$ cat src/rtl/framebuffer_access_arbiter.sv
// Arbitrates the framebuffer RAM port between single-word core accesses and video read bursts,
// and routes read returns to their owner through a tag pipe matched to the RAM read latency.
module framebuffer_access_arbiter #(
  parameter int ADDR_WIDTH   = 17,
  parameter int BURST_LEN    = 8,
  parameter int READ_LATENCY = 2,
  parameter int STARVE_LIMIT = 16
) (
  input  logic                  clock,
  input  logic                  reset,
  input  logic                  core_req,
  input  logic                  core_we,
  input  logic [ADDR_WIDTH-1:0] core_addr,
  input  logic [31:0]           core_wdata,
  input  logic [3:0]            core_be,
  output logic                  core_ack,
  output logic [31:0]           core_rdata,
  output logic                  core_rvalid,
  input  logic                  vid_req,
  input  logic                  vid_urgent,
  input  logic [ADDR_WIDTH-1:0] vid_addr,
  output logic                  vid_grant,
  output logic [31:0]           vid_rdata,
  output logic                  vid_rvalid,
  output logic                  vid_last,
  output logic [ADDR_WIDTH-1:0] mem_addr,
  output logic [31:0]           mem_wdata,
  output logic [3:0]            mem_be,
  output logic                  mem_we,
  output logic                  mem_re,
  input  logic [31:0]           mem_rdata
);

  localparam int BEAT_W   = (BURST_LEN > 1) ? $clog2(BURST_LEN) : 1;
  localparam int STARVE_W = $clog2(STARVE_LIMIT + 2);
  localparam logic OWN_CORE = 1'b1;
  localparam logic OWN_VID  = 1'b0;

  typedef enum logic [1:0] {IDLE, CORE, VID} state_t;

  state_t              state;
  state_t              state_next;
  logic [BEAT_W-1:0]   beat_cnt;
  logic [BEAT_W-1:0]   beat_next;
  logic [STARVE_W-1:0] starve_cnt;
  logic                last_owner;
  logic                rd_owner;
  logic                rd_last;
  logic [2:0]          tag_pipe [READ_LATENCY];
  logic [2:0]          tag_out;

  always_ff @(posedge clock or negedge reset) begin
    if (!reset) state <= IDLE;
    else        state <= state_next;
  end

  always_comb begin
    state_next = state;
    case (state)
      IDLE: begin
        if (core_req && (starve_cnt >= STARVE_W'(STARVE_LIMIT))) state_next = CORE;
        else if (vid_req && vid_urgent)                          state_next = VID;
        else if (core_req && vid_req)
          state_next = (last_owner == OWN_CORE) ? VID : CORE;
        else if (core_req)                                       state_next = CORE;
        else if (vid_req)                                        state_next = VID;
      end
      CORE:    state_next = IDLE;
      VID:     if (beat_cnt == BEAT_W'(BURST_LEN - 1)) state_next = IDLE;
      default: state_next = IDLE;
    endcase
  end

  always_comb begin
    core_ack  = (state == CORE);
    vid_grant = (state == VID) && (beat_cnt == '0);
  end

  assign beat_next = (state == VID && state_next == VID) ? beat_cnt + BEAT_W'(1) : '0;

  always_ff @(posedge clock or negedge reset) begin
    if (!reset) beat_cnt <= '0;
    else        beat_cnt <= beat_next;
  end

  // The RAM strobes are loaded one edge early, from the next-state decision, so they line up with core_ack/beat.
  always_ff @(posedge clock or negedge reset) begin
    if (!reset) begin
      mem_addr  <= '0;
      mem_wdata <= '0;
      mem_be    <= '0;
      mem_we    <= 1'b0;
      mem_re    <= 1'b0;
      rd_owner  <= OWN_VID;
      rd_last   <= 1'b0;
    end else begin
      mem_we   <= 1'b0;
      mem_re   <= 1'b0;
      rd_owner <= OWN_VID;
      rd_last  <= 1'b0;
      if (state == IDLE && state_next == CORE) begin
        mem_addr  <= core_addr;
        mem_wdata <= core_wdata;
        mem_be    <= core_we ? core_be : 4'hF;
        mem_we    <= core_we;
        mem_re    <= !core_we;
        rd_owner  <= OWN_CORE;
      end else if (state_next == VID) begin
        mem_addr <= (state == IDLE) ? vid_addr : mem_addr + ADDR_WIDTH'(1);
        mem_be   <= 4'hF;
        mem_re   <= 1'b1;
        rd_last  <= (beat_next == BEAT_W'(BURST_LEN - 1));
      end
    end
  end

  always_ff @(posedge clock or negedge reset) begin
    if (!reset)                   starve_cnt <= '0;
    else if (!core_req || state == CORE) starve_cnt <= '0;
    else if (starve_cnt != {STARVE_W{1'b1}}) starve_cnt <= starve_cnt + STARVE_W'(1);
  end

  always_ff @(posedge clock or negedge reset) begin
    if (!reset)                                last_owner <= OWN_VID;
    else if (state == CORE)                    last_owner <= OWN_CORE;
    else if (state == VID && state_next == IDLE) last_owner <= OWN_VID;
  end

  // One tag per issue slot; the last stage coincides with mem_rdata for that slot.
  always_ff @(posedge clock or negedge reset) begin
    if (!reset) begin
      for (int i = 0; i < READ_LATENCY; i++) tag_pipe[i] <= 3'b000;
    end else begin
      tag_pipe[0] <= {mem_re, rd_owner, rd_last};
      for (int i = 1; i < READ_LATENCY; i++) tag_pipe[i] <= tag_pipe[i-1];
    end
  end

  assign tag_out     = tag_pipe[READ_LATENCY-1];
  assign core_rvalid = tag_out[2] && (tag_out[1] == OWN_CORE);
  assign vid_rvalid  = tag_out[2] && (tag_out[1] == OWN_VID);
  assign vid_last    = vid_rvalid && tag_out[0];
  assign core_rdata  = core_rvalid ? mem_rdata : 32'h0;
  assign vid_rdata   = vid_rvalid ? mem_rdata : 32'h0;

endmodule

$ cat config.mk
export PLATFORM = sky130hd
export DESIGN_NAME = framebuffer_access_arbiter
export DESIGN_NICKNAME = d
export VERILOG_FILES = /design/src/rtl/framebuffer_access_arbiter.sv
export SDC_FILE = /design/constraint.sdc
export NUM_CORES = 1
export LEC_CHECK = 0
export ABC_AREA = 1
export CAP_MARGIN = 20
export CORE_MARGIN = 2
export CORE_UTILIZATION = 25
export DETAILED_ROUTE_END_ITERATION = 7
export PLACE_DENSITY = 0.6
export SYNTH_ARGS = -nofsm -noshare
export SYNTH_HDL_FRONTEND = slang
export SYNTH_SLANG_ARGS = --single-unit
$ cat constraint.sdc
create_clock -name clock -period 1.68 [get_ports clock]
set_input_delay 0.252 -clock clock [delete_from_list [all_inputs] [get_ports clock]]
set_output_delay 0.252 -clock clock [all_outputs]
set_load 0.05 [all_outputs]
Word-level counts from Yosys, hierarchy flattened --
Index checks and enable logic that the tools add are counted.
Operators by class: bitwise operators 1, magnitude comparators 1, mux-type cells 27, reductions and logical operators 19, shifts and indexed selects 0, multipliers 0, equality and inequality tests 7, divide/modulo/power cells 0, $add $sub $neg 3
Operators by type and width (number):
- 32-bit 2-to-1 mux | 2
- 17-bit 2-to-1 mux | 3
- 17-bit by 1-bit adder with 17-bit output (second input constant) | 1
- 2-bit 2-to-1 mux | 7
- 4-bit 2-to-1 mux | 3
- 1-bit logical AND | 10
- 5-bit 2-to-1 mux | 2
- 1-bit 2-to-1 mux | 8
- 3-bit equality test (second input constant) | 2
- 2-bit nonzero test | 3
- 5-bit by 1-bit adder with 5-bit output (second input constant) | 1
- 5-bit greater-or-equal comparator (second input constant) | 1
- 5-bit inequality test (second input constant) | 1
- 2-bit by 1-bit equality test with 1-bit output (second input constant) | 2
- 2-bit equality test (second input constant) | 2
- 2-bit logical NOT | 2
- 2-bit case mux with 2 select lines | 1
- 3-bit by 1-bit adder with 3-bit output (second input constant) | 1
- 3-bit logical NOT | 1
- 3-bit 2-to-1 mux | 1
- 1-bit logical NOT | 2
- 1-bit logical OR | 1
- 1-bit inverter | 1
Word-level totals: latch bits 0, word-level logic and storage cells 71, memory bits (read-only) 0, memory bits (writable) 0, memories 0, input port bits 108, output and inout port bits 124, register bits after elaboration 74

Longest topological paths before layout --
Gate-level depths: netlist of the first run.
depth after elaboration 12, mapped depth 10, depth with buffers taken out 9

Least setup slack after synthesis of the first run --
Ideal clock, no wire load.
kind register -> output, start register tag_pipe, in the netlist tag_out[1], end output vid_rdata[10], setup slack -0.763 ns, arrival time 2.191 ns, cell stages (with the launch flop) 5, path through dfrtp_1 -> nor2_1 -> inv_1 -> buf_1 -> nor2_1
On the way: longest elaborated chain between the ends 3
Ends and longest elaborated chain:
- start: declaration | line 49 | logic [2:0] tag_pipe [READ_LATENCY];
- 1-bit inverter | line 141 | assign vid_rvalid = tag_out[2] && (tag_out[1] == OWN_VID);
- 1-bit logical AND | line 141
- named net vid_rvalid | line 24 | output logic vid_rvalid,
- 32-bit 2-to-1 mux | line 144 | assign vid_rdata = vid_rvalid ? mem_rdata : 32'h0;
- end: declaration | line 23 | output logic [31:0] vid_rdata,
The timed path passes the listed nets, and every way through them passes these cells.

Worst setup path after layout of the first run --
start register tag_pipe, in the netlist tag_out[2], end output vid_rdata[17]
On the way: longest elaborated chain between the ends 2
Ends and longest elaborated chain (line):
- 1-bit logical AND | 141
- 32-bit 2-to-1 mux | 144
Every way passes these cells.

==> results of run 1 <==
[kinds of logic (layout without fill, tap and decap cells)]
group	after synthesis	count (layout)	synth area share
AOI/OAI and AO/OA	16	16	0.0235
xor gates and xnor gates	2	2	0.00433
adders and majority gates	6	6	0.0185
buffers and inverters	101	357	0.103
DFF	74	74	0.457
and+or+nand+nor	385	385	0.394
[registers in the layout, indices dropped and copies added (netlist names)]
| name | cells |
|---|---|
| mem_wdata | 32 |
| mem_addr | 17 |
| starve_cnt | 5 |
| mem_be | 4 |
| beat_cnt | 3 |
| tag_out | 3 |
| tag_pipe | 3 |
| state | 2 |
| last_owner | 1 |
| mem_re | 1 |
| mem_we | 1 |
| rd_last | 1 |
| rd_owner | 1 |
[layout make-up]
type / instances / area, um2 / share of cell area
Clock buffer: 9 / 225 / 0.0284
Clock inverter: 7 / 101 / 0.0128
Inverter: 78 / 298 / 0.0375
Multi-Input combinational cell: 409 / 2100 / 0.265
Sequential cell: 74 / 1850 / 0.234
Tap cell: 216 / 270 / 0.0341
Timing Repair Buffer: 263 / 3080 / 0.389
[repair_timing]
item                                    CTS  global route
gates cloned                              1             1
hold buffers                              1             0
pin swaps                                 2             2
hold endpoints to repair                 74             0
gates resized for setup                  31            37
endpoints found under the setup margin   33            53
buffers inserted                          2             1
[power breakdown]
group          leakage [uW]  internal [uW]  switching [uW]
combinational       0.00280           3980            6850
sequential         0.000911           2540             667
clock              0.000153           1310             788
total               0.00386           7840            8310
[stage by stage]
stage	cells	worst slack, ns	cell area (um2)	TNS [ns]
floorplan	584	-0.0669	4290	-0.240
global placement	1034	-0.0521	7310	-0.179
detailed placement	1034	-0.0648	7310	-0.416
CTS	1054	-0.00948	7800	-0.0246
global route	1056	-0.0367	7930	-0.838
finish	1056	0.0207	7930	0
[worst max-delay path, cell delays in order, from the launching register on]
cell and delay (ns):
dfrtp_1 0.34, inv_1 0.06, nor2_4 0.15, inv_6 0.08, buf_12 0.16, nor2_4 0.11, buf_6 0.17
[synth_stat cells]
cell / n
o21bai_1: 1
nand2_2: 2
buf_4: 1
and3_1: 2
a21oi_1: 3
nand2_1: 183
ha_1: 6
nor2_2: 1
xor2_1: 2
o21ai_0: 7
nor3_1: 6
nand3_1: 61
nand4_1: 4
inv_2: 3
clkbuf_1: 4
nand2_8: 1
buf_6: 3
inv_1: 75
nor2_1: 121
nand2_4: 2
dfrtp_1: 74
nor2_4: 1
buf_1: 7
o211ai_1: 5
nor4_1: 1
buf_2: 8
[worst max path at each step]
stage	endpoint	cells past startpoint	slack, ns	start
final	vid_rdata[17]	6	0.02	tag_out[2]
after global routing	vid_rdata[17]	6	-0.04	tag_out[2]
after CTS	vid_rdata[31]	5	-0.009	tag_out[1]
after detailed placement	mem_be[0]	11	-0.06	vid_req
after global placement	mem_be[0]	10	-0.05	vid_urgent
after floorplan	vid_last	4	-0.07	tag_out[2]
[per-layer routing]
| metal | track usage | vias to the layer above | wire (um) |
|---|---|---|---|
| met5 | 0 | - | 0 |
| met4 | 0.0519 | 0 | 217 |
| met3 | 0.0529 | 16 | 1190 |
| met2 | 0.304 | 187 | 7260 |
| met1 | 0.207 | 2069 | 6140 |
| li1 | - | 2278 | - |
==> results.txt, run 1 <==
Num CTS Buffers: 9
Drt total wl: 14800 um
Critical Path Sink Type: output port
Die Wd: 131 um
Root Driver: clkbuf_16
Peak supply drop: 0.00110 V
Clock buffer depth: 2
CTS tree: built
Worst EP required: 1.43 ns
Pwr Density: 2030 mW/mm2
Total power: 16100 uW
Register area share after synthesis: 0.457
Dpl hpwl: 11600 um
Relative slew slack: 0.720
Clk Latency, worst-skew pair: 0.33 ns
RR Endpoint: starve_cnt[3]
Initial Util: 0.256
Unrepaired setup endpoints after global routing: true
Arrival @ worst endpoint: 1.41 ns
Fin nets: 949
DR pass1 iterations: 4
Cell depth of the worst flop-to-flop path: 7
Cells after Synth: 584
Die Ht: 131 um
Critical path type: reg -> out
Final period utilization: 0.988
Die area: 0.0172 mm2
Crit path launch type: flip-flop
# port buffers: 231
Most common cell after layout, fill and taps aside: nand2_1
R2R setup slack: 0.14 ns
H-tree levels: 3
Filler cells: 1486
Via count: 4550
Cell taking the most area after synthesis: dfrtp_1
Outcome: completed
Synth Register Bits: 74
Maximum capacitance violations: 0
Hold slack: 0.346 ns
Share of the synthesized area in the top cell type: 0.457
DRC viols: 0
Synthesized Nets: 698
DR vias/cell: 4.31
Final setup viols: 0
Worst-Margin Slew: 0.421 ns
Hold WC Path Type: reg -> reg
Antenna violations before repair: 0
Cell variety after synth: 26
Post-route clock skew: 0.00719 ns
Syn Area/Cell: 6.93 um2
Routed Antenna Nets: 0
RePlAce Congestion: 0.824
WHS Endpoint: tag_out[2]
Final Max Tran Viols: 0
Proportion of layout cells with a drive suffix above 1: 0.296
GR Util All Layers: 0.174
Area of the core: 0.0158 mm2
Hold Startpoint: tag_pipe[5]
Vias in the first global route: 4533
Top Ports: 232
Largest cells by area after synthesis: dfrtp_1, nand2_1, nor2_1
# clock sinks: 74
Worst r2r src: starve_cnt[0]
Clock slew at reported path FFs: 0.06 ns
Synth Cell Area: 0.00405 mm2
Area grow syn2layout: 96.0%
Tmin final: 1.66 ns
DR WL/cell: 14.0 um
1st-iter DRT viols: 149
First-pass GRT wire length: 24200 um
Post-layout util: 0.501
Leakage: 0.00386 uW
Commonest non-fill, non-tap cells in the layout: nand2_1, clkdlybuf4s50_1, buf_4
Rows: 46
Largest net degree at the start of global routing: 75
N_diodes: 0
Maximum clock rate: 0.603 GHz
Hold Vio Cnt, Final: 0
Gr ovfl total: 0
Crit path max fanout: 8
Hold depth: 0
Syn. warnings: 0
(Power assumes the default switching activity.)
==> run 2: changes to the inputs <==
==> constraint.sdc (replaced) <==
create_clock -name clock -period 1.9 [get_ports clock]
set_input_delay 0.285 -clock clock [delete_from_list [all_inputs] [get_ports clock]]
set_output_delay 0.285 -clock clock [all_outputs]
set_load 0.05 [all_outputs]
==> results.txt, run 2 (synthesis results as in run 1) <==
Initial Util: 0.256 (unchanged)
Flip-flop count of the largest register after layout: 32 (unchanged)
Largest regs: mem_wdata x32, mem_addr x17, starve_cnt x5 (unchanged)
Hold Vio Cnt, Final: 0 (unchanged)
DR vias/cell: 4.24 (was 4.31)
Proportion of layout cells with a drive suffix above 1: 0.198 (was 0.296)
Non-filler instance count after layout: 1043 (was 1056)
Hold WC Path Type: reg -> reg (unchanged)
Critical path type: reg -> out (unchanged)
Root Driver: clkbuf_16 (unchanged)
Worst Path Buf+Inv: 4 (unchanged)
Commonest non-fill, non-tap cells in the layout: nand2_1, clkdlybuf4s50_1, nor2_1 (was nand2_1, clkdlybuf4s50_1, buf_4)
DRC viols: 0 (unchanged)
Final Max Tran Viols: 0 (unchanged)
Tmin final: 1.82 ns
Largest net degree at the start of global routing: 58 (was 75)
Crit path launch type: flip-flop (unchanged)
Maximum capacitance violations: 0 (unchanged)
Clock slew at reported path FFs: 0.06 ns (about the same)
Top sig layer: met4 (unchanged)
Pwr Density: 1810 mW/mm2 (was 2030 mW/mm2)
Die Wd: 131 um (unchanged)
DR WL/cell: 13.7 um (was 14.0 um)
Via count: 4424 (was 4550)
Antenna violations before repair: 0 (unchanged)
First-pass GRT wire length: 23100 um (was 24200 um)
Met3 Wirelength: 1380 um (was 1190 um)
Reg with most FFs: mem_wdata (unchanged)
Filler cells: 1502 (was 1486)
Fin nets: 936 (was 949)
Met1 WL: 6180 um (was 6140 um)
# Post-CTS Setup Buffers: 0 (was 2)
Worst path max stage delay: 0.37 ns (was 0.34 ns)
Die Ht: 131 um (unchanged)
Dpl hpwl: 11500 um (was 11600 um)
DR pass1 iterations: 4 (unchanged)
Critical Path Sink Type: output port (unchanged)
Most common cell after layout, fill and taps aside: nand2_1 (unchanged)
Num CTS Buffers: 9 (unchanged)
Critical-path top delay cell: dfrtp_1 (unchanged)
1st-iter DRT viols: 179 (was 149)
Top Family by Delay on Critical Path: buffers and inverters (unchanged)
Maximum clock rate: 0.549 GHz
Area of the core: 0.0158 mm2 (unchanged)
Worst EP required: 1.62 ns (was 1.43 ns)
Die area: 0.0172 mm2 (unchanged)
Worst-Margin Slew: 0.538 ns (was 0.421 ns)
RePlAce Congestion: 0.823 (was 0.824)
Met2 WL: 6710 um (was 7260 um)
CTS tree: built (unchanged)
# clock sinks: 74 (unchanged)
Outcome: completed (unchanged)
Vias in the first global route: 4322 (was 4533)
Area post-placement: 0.00747 mm2 (was 0.00731 mm2)
H-tree levels: 3 (unchanged)
Area grow syn2layout: 93.8% (was 96.0%)
N_diodes: 0 (unchanged)
Final setup viols: 0 (unchanged)
Fin area: 0.00785 mm2 (was 0.00793 mm2)
Unrepaired setup endpoints after global routing: false (was true)
Gr ovfl total: 0 (unchanged)
Crit path max fanout: 28 (was 8)
Worst path cell trace: inv_1, nor2_4, inv_2, buf_12, nor2_2, buf_12 (was inv_1, nor2_4, inv_6, buf_12, nor2_4, buf_6)
Post-route clock skew: 0.00672 ns (was 0.00719 ns)
Worst slack at placement: 0.0397 ns (was -0.0648 ns)
Rows: 46 (unchanged)
# port buffers: 231 (unchanged)
Clk Latency, worst-skew pair: 0.33 ns (about the same)
Top Ports: 232 (unchanged)
Post-route worst setup slack: 0.0772 ns (was 0.0207 ns)
Setup TNS: 0 ns (unchanged)
Clock buffer depth: 2 (unchanged)
Relative slew slack: 0.640 (was 0.720)
Post-Place Cells: 1026 (was 1034)
Most used cell along the critical path: buf_12 (was nor2_4)
Arrival @ worst endpoint: 1.54 ns (was 1.41 ns)
Leakage: 0.00380 uW (was 0.00386 uW)
Final period utilization: 0.959
Peak supply drop: 0.000915 V (was 0.00110 V)
Drt total wl: 14300 um (was 14800 um)
Routed Antenna Nets: 0 (unchanged)
GR Util All Layers: 0.167 (was 0.174)
run 2: report_power, final:
part | internal [uW] | leakage (uW) | total (uW) | switching, uW
Sequential | 2250 | 0.000913 | 2820 | 572
Combinational | 3450 | 0.00271 | 9310 | 5860
Clock | 1410 | 0.000176 | 2070 | 656
Total | 7110 | 0.00380 | 14200 | 7090
run 2: metal layers:
metal	global-route usage	vias to the layer above
li1	-	2247
met1	0.206	1981
met2	0.277	190
met3	0.0667	6
met4	0.0308	0
met5	0	-
run 2: per-stage QoR:
stage	total power, uW	util	hold WS [ns]
2_1_floorplan	8380	-	-0.0106
3_3_place_gp	12200	0.472	0.256
3_5_place_dp	12200	0.472	0.255
4_1_cts	14400	0.496	0.347
5_1_grt	15000	0.496	0.352
6_report	14200	0.496	0.345
run 2: layout make-up:
cell class | count | area (um2) | area share
Timing Repair Buffer | 250 | 3150 | 0.402
Sequential cell | 74 | 1850 | 0.236
Inverter | 78 | 293 | 0.0373
Clock inverter | 7 | 141 | 0.0180
Tap cell | 216 | 270 | 0.0344
Multi-Input combinational cell | 409 | 1910 | 0.244
Clock buffer | 9 | 225 | 0.0287
run 2: final timing paths:
check	depth (start not counted)	endpoint	slack, ns	startpoint
min in group asynchronous	2	mem_addr[13]	0.44	reset
setup / recovery	6	vid_rdata[29]	0.08	tag_out[2]
max in group asynchronous	3	mem_wdata[22]	0.93	reset
hold reg to reg	0	tag_out[2]	0.35	tag_pipe[5]
setup reg to reg	8	mem_addr[16]	0.28	mem_addr[0]
hold / removal	0	tag_out[2]	0.35	tag_pipe[5]
run 2: timing repair:
| action | 4_1_cts | 5_1_grt |
|---|---|---|
| hold buffers | 1 | 0 |
| hold endpoints to repair | 29 | 0 |
| pin swaps | 0 | 0 |
| setup endpoints to repair | 1 | 1 |
| gates resized for setup | 1 | 1 |
==> run 3: changes to the inputs <==
--- a/config.mk
+++ b/config.mk
@@ -11,6 +11,7 @@
 export CORE_UTILIZATION = 25
 export DETAILED_ROUTE_END_ITERATION = 7
 export PLACE_DENSITY = 0.6
+export SKIP_LAST_GASP = 1
 export SYNTH_ARGS = -nofsm -noshare
 export SYNTH_HDL_FRONTEND = slang
 export SYNTH_SLANG_ARGS = --single-unit
==> results of run 3 <==
The final DEF is identical to that of run 2; final timing and power are the same.
